### src/rtl/dmem_responder_pkg.sv
// Shared definitions for the MEM-stage data responder: FSM encodings and default widths.
package dmem_responder_pkg;

  localparam int DMEM_DATA_W = 32;
  localparam int CNT_W       = 4;

  typedef enum logic [1:0] {
    DMR_IDLE = 2'd0,
    DMR_WAIT = 2'd1,
    DMR_RESP = 2'd2
  } dmrState_t;

endpackage

### src/rtl/dmem_array.sv
// DEPTH x DATA_W word store: synchronous write, registered read, async clear.
// Read data is zero except in the cycle after a read strobe; there is no backpressure.
module dmem_array #(
  parameter int DATA_W = 32,
  parameter int DEPTH  = 32,
  parameter int IDX_W  = (DEPTH > 1) ? $clog2(DEPTH) : 1
) (
  input  logic              clk,
  input  logic              rst_n,
  input  logic              wrEn,
  input  logic              rdEn,
  input  logic [IDX_W-1:0]  idx,
  input  logic [DATA_W-1:0] wdata,
  output logic [DATA_W-1:0] rdata
);

  logic [DATA_W-1:0] mem [DEPTH];

  always_ff @(posedge clk or negedge rst_n) begin
    if (!rst_n) begin
      for (int i = 0; i < DEPTH; i++) begin
        mem[i] <= '0;
      end
    end else if (wrEn) begin
      mem[idx] <= wdata;
    end
  end

  always_ff @(posedge clk or negedge rst_n) begin
    if (!rst_n) begin
      rdata <= '0;
    end else if (rdEn) begin
      rdata <= mem[idx];
    end else begin
      rdata <= '0;
    end
  end

endmodule

### src/rtl/dmem_responder.sv
// MEM-stage data responder: one access at a time, WAIT_CYC wait states then a 1-cycle response.
// req_ready only in IDLE; stall_o holds the pipeline from request until the response cycle.
module dmem_responder
  import dmem_responder_pkg::*;
#(
  parameter int DATA_W   = DMEM_DATA_W,
  parameter int ADDR_W   = 5,
  parameter int DEPTH    = 32,
  parameter int WAIT_CYC = 2
) (
  input  logic              clk,
  input  logic              rst_n,
  input  logic              req_valid,
  input  logic              req_we,
  input  logic [ADDR_W-1:0] req_addr,
  input  logic [DATA_W-1:0] req_wdata,
  output logic              req_ready,
  output logic              rsp_valid,
  output logic [DATA_W-1:0] rsp_rdata,
  output logic              rsp_err,
  output logic              stall_o
);

  localparam int               IDX_W    = (DEPTH > 1) ? $clog2(DEPTH) : 1;
  localparam logic [ADDR_W:0]  DEPTH_V  = (ADDR_W + 1)'(DEPTH);
  localparam logic [CNT_W-1:0] CNT_INIT = (WAIT_CYC > 0) ? CNT_W'(WAIT_CYC - 1) : '0;

  dmrState_t         state, nextState;
  logic [CNT_W-1:0]  waitCnt;
  logic              reqWeQ;
  logic [ADDR_W-1:0] reqAddrQ;
  logic [DATA_W-1:0] reqWdataQ;

  logic              idle, accept, curWe, curErr, enterResp, memWr, memRd;
  logic [ADDR_W-1:0] curAddr;
  logic [DATA_W-1:0] curWdata;

  assign idle   = (state == DMR_IDLE);
  assign accept = idle & req_valid;

  // With zero wait states the array is hit on the accept edge itself, so use the live request.
  assign curWe    = idle ? req_we    : reqWeQ;
  assign curAddr  = idle ? req_addr  : reqAddrQ;
  assign curWdata = idle ? req_wdata : reqWdataQ;
  assign curErr   = ({1'b0, curAddr} >= DEPTH_V);

  assign enterResp = (nextState == DMR_RESP);
  assign memWr     = enterResp & curWe & ~curErr;
  assign memRd     = enterResp & ~curWe & ~curErr;

  always_ff @(posedge clk or negedge rst_n) begin
    if (!rst_n) begin
      state <= DMR_IDLE;
    end else begin
      state <= nextState;
    end
  end

  always_comb begin
    nextState = DMR_IDLE;
    unique case (state)
      DMR_IDLE: begin
        if (req_valid) nextState = (WAIT_CYC == 0) ? DMR_RESP : DMR_WAIT;
        else           nextState = DMR_IDLE;
      end
      DMR_WAIT: nextState = (waitCnt == '0) ? DMR_RESP : DMR_WAIT;
      DMR_RESP: nextState = DMR_IDLE;
      default:  nextState = DMR_IDLE;
    endcase
  end

  always_comb begin
    req_ready = 1'b0;
    stall_o   = 1'b0;
    rsp_valid = 1'b0;
    rsp_err   = 1'b0;
    unique case (state)
      DMR_IDLE: begin
        req_ready = 1'b1;
        stall_o   = req_valid;
      end
      DMR_WAIT: stall_o = 1'b1;
      DMR_RESP: begin
        rsp_valid = 1'b1;
        rsp_err   = curErr;
      end
      default: ;
    endcase
  end

  always_ff @(posedge clk or negedge rst_n) begin
    if (!rst_n) begin
      waitCnt   <= '0;
      reqWeQ    <= 1'b0;
      reqAddrQ  <= '0;
      reqWdataQ <= '0;
    end else begin
      if (accept) begin
        waitCnt   <= CNT_INIT;
        reqWeQ    <= req_we;
        reqAddrQ  <= req_addr;
        reqWdataQ <= req_wdata;
      end else if (state == DMR_WAIT && waitCnt != '0) begin
        waitCnt <= waitCnt - 1'b1;
      end
    end
  end

  dmem_array #(
    .DATA_W (DATA_W),
    .DEPTH  (DEPTH),
    .IDX_W  (IDX_W)
  ) u_array (
    .clk   (clk),
    .rst_n (rst_n),
    .wrEn  (memWr),
    .rdEn  (memRd),
    .idx   (curAddr[IDX_W-1:0]),
    .wdata (curWdata),
    .rdata (rsp_rdata)
  );

endmodule

### config.mk
export PLATFORM = sky130hd
export DESIGN_NAME = dmem_responder
export DESIGN_NICKNAME = d
export VERILOG_FILES = /design/src/rtl/dmem_responder_pkg.sv /design/src/rtl/dmem_array.sv /design/src/rtl/dmem_responder.sv
export SDC_FILE = /design/constraint.sdc
export NUM_CORES = 2
export LEC_CHECK = 0
export ABC_AREA = 1
export CORE_ASPECT_RATIO = 0.6
export CORE_MARGIN = 5
export CORE_UTILIZATION = 40
export CTS_BUF_LIST = sky130_fd_sc_hd__clkbuf_8 sky130_fd_sc_hd__clkbuf_16
export DETAILED_ROUTE_END_ITERATION = 6
export HOLD_SLACK_MARGIN = 0.12
export RECOVER_POWER = 100
export SYNTH_ARGS = -nofsm -noshare
export SYNTH_HDL_FRONTEND = slang
export SYNTH_HIERARCHICAL = 1
export SYNTH_SLANG_ARGS = --single-unit
### constraint.sdc
create_clock -name clk -period 3.4 [get_ports clk]
set_input_delay 0.51 -clock clk [delete_from_list [all_inputs] [get_ports clk]]
set_output_delay 0.51 -clock clk [all_outputs]
set_load 0.03 [all_outputs]
==> results.cfg <==
[logic_synthesis]
syn_nets = 6730
synth_area_um2 = 50200
netlist.area_leader.share = 0.548
ys_ff_latch = 1100
yosys-top-cells-area = dfrtp_1, nand2_1, o21ai_0, clkbuf_1, a21oi_1
ys_warn_count = 6
yosysTopAreaCell = dfrtp_1
avgSynthCellArea_um2 = 7.50
synth_cells = 6688
yosysUniqueCellTypes = 22
ys_seq_area_frac = 0.548

[sta]
whs_ns = 0.382
setup_ws_ns = 0.171
rsz0062_at_grt = no
slew_violations = 43
min_period_ns = 3.23
skew_ns = 0.0329
slew_headroom = -0.464
tightest_slew_ns = 2.20
finalSetupViolCount = 0
finalCritPeriodShare = 0.950
final_hold_viol_count = 0
timing.fmax_mhz = 310
tns_ns = 0

[final_layout]
mostFrequentLayoutCells = nand2_1, dfrtp_1, o21ai_0
final_cell_area_um2 = 56500
nets = 6619
drive_gt1_frac = 0.0596
syn_to_final_growth_pct = 12.5
final_common_cell = nand2_1
fillers = 12500

[power_and_ir_drop]
swShare = 0.443
vdd.ir_drop.worst_mv = 0.851
internal-power_uw = 31900
pwr-share-seq = 0.383
p_clk_frac = 0.203
power_per_cell_area_nw_per_um2 = 1010
power_switching_uw = 25400
p_comb_frac = 0.414
p_leak_uw = 0.0291

[critical_path]
crit_type = flip-flop to flip-flop
cp.buffers_inverters = 3
cp_max_fo = 32
cp.required_ns = 4.01
crit_chain = nor2_4, buf_4, nor2_1, a21oi_4, inv_4, nor2_4, clkbuf_4, nand2_1, nand3_1, nand2_1, nand2_1, nor2_1, a21oi_1
crit_top_cell = nand2_1
crit_path_end_kind = flip-flop
max_stage_delay_ns = 0.61
worstReg2RegStart = state[1]$_DFF_PN0_
slowest_stage = clkbuf_4
critical_path.top_delay_family = buffers and inverters
crit_start = state[1]$_DFF_PN0_
critPathLaunchType = flip-flop
cp_data_arrival_time_ns = 3.84

[floorplanning]
die_area_um2 = 133000
start_util = 0.404
die_h_um = 284
core-area_um2 = 124000
die_x_um = 467
rows = 100
ioPinCount = 77

[detailed_routing]
avgRoutedWirePerCell_um = 19.6
first_pass_iters = 6
drt_iter0_drc = 4569
drcViolationCount = 0
routed_wl_mm = 163
routed-via-count = 42700
vias_per_cell = 5.12
final_antenna_net_count = 0

[global_routing]
antenna_found_initial = 5
grt_pass1_wl_mm = 251
grt_overflow = 0
grt_pass1_vias = 40100
grt.total_usage = 0.244
grt_max_degree = 116

[clock_network]
cts_buffer_depth = 3
clk_pin_slew_ns = 0.07
cts_sinks = 1100
root_buffer = clkbuf_16
h-tree-depth = 3
cts_made_buffers = 102
postCtsSetupRepairBufs = 0
tritoncts = built
cts_resized = 0
insertion_delay_ns = 0.72

[placement]
place_area_um2 = 53800
pre_cts_slack_ns = 0.0622
portBuffers = 75
gp_congestion = 0.827
dp_hpwl_mm = 96.2

[run]
maxCapViolCount = 1

[worst_hold_path]
hold_start = req_wdata[30]
hp-class = primary input to flip-flop

[status]
violations = capacitance limit, slew limit
status = finished with violations
power by group through the flow:
stage	registers (µW)	clock network [µW]	logic, µW
final	21900	11600	23700
after global routing	22700	12500	26300
after CTS	21900	11900	23800
after detailed placement	22000	0	23800
after global placement	21900	0	23400
after floorplan	21300	0	15000
cell families (layout without fill, tap and decap cells):
kind of cell | count (synthesis) | after routing | synth area share
AND/OR/NAND/NOR | 3860 | 3860 | 0.292
AO/OA/AOI/OAI | 1134 | 1134 | 0.113
flip-flops | 1100 | 1100 | 0.548
buffers and inverters | 591 | 561 | 0.0456
adder cells (fa/ha/maj) | 1 | 1 | 0.000249
other | 1 | 2 | 0.0000747
XOR/XNOR | 1 | 1 | 0.000175
worst min-delay path, cell delays in order:
cell and delay (ns):
clkdlybuf4s50_1 0.39, inv_1 0.06, o21ai_0 0.08
worst paths after layout:
kind	slack, ns	cells past startpoint	end
worst max-delay path	0.17	13	u_array/rdata[15]$_DFF_PN0_
worst min-delay path	0.38	3	reqWdataQ[30]$_DFFE_PN0P_
worst max register to register	0.17	13	u_array/rdata[15]$_DFF_PN0_
worst min register to register	0.48	2	u_array/mem[665]$_DFFE_PN0P_
max in group asynchronous	0.40	3	u_array/mem[1016]$_DFFE_PN0P_
min in group asynchronous	0.95	2	u_array/mem[707]$_DFFE_PN0P_
final cells by class:
class | instances | area (µm²) | share of cell area
repair buffers | 287 | 2690 | 0.0476
inverters | 89 | 339 | 0.00600
clock inverters | 61 | 462 | 0.00817
diodes | 1 | 2.50 | 0.0000443
multi-input cells | 4997 | 20500 | 0.363
flip-flops and latches | 1100 | 27500 | 0.487
clock buffers | 124 | 2880 | 0.0509
well taps | 1683 | 2110 | 0.0373
cells in the mapped netlist (all sizes together):
master     n
nand2   3569
conb       1
nor3       9
xor2       1
inv       89
nor4       2
nand3     39
clkbuf   437
o21ai    936
buf       65
nor2     240
a21oi    198
dfrtp   1100
ha         1
and2       1
per-layer routing:
metal	part of all wire	vias up	global-route usage	routed length, µm
li1	-	20700	-	-
met1	0.49	20400	0.382	79800
met2	0.40	1501	0.343	65900
met3	0.089	183	0.0584	14600
met4	0.018	0	0.0499	2900
met5	0	-	0	0
stage by stage:
stage | power, µW | cells | util
floorplan | 36400 | 6688 | -
global placement | 45300 | 8155 | 0.433
CTS | 57600 | 8341 | 0.460
global route | 61400 | 8342 | 0.454
detailed placement | 45800 | 8155 | 0.433
finish | 57300 | 8342 | 0.454
repair_timing:
item,in CTS,in global routing
hold buffers,1,0
hold endpoints to repair,22,0
endpoints found under the setup margin,0,0
registers in the layout, indices dropped and copies added (netlist names):
name / flops
reqWeQ: 1
waitCnt: 4
reqAddrQ: 5
u_array/rdata: 32
state: 2
u_array/mem: 1024
reqWdataQ: 32
Power figures use the tool's default switching activity.
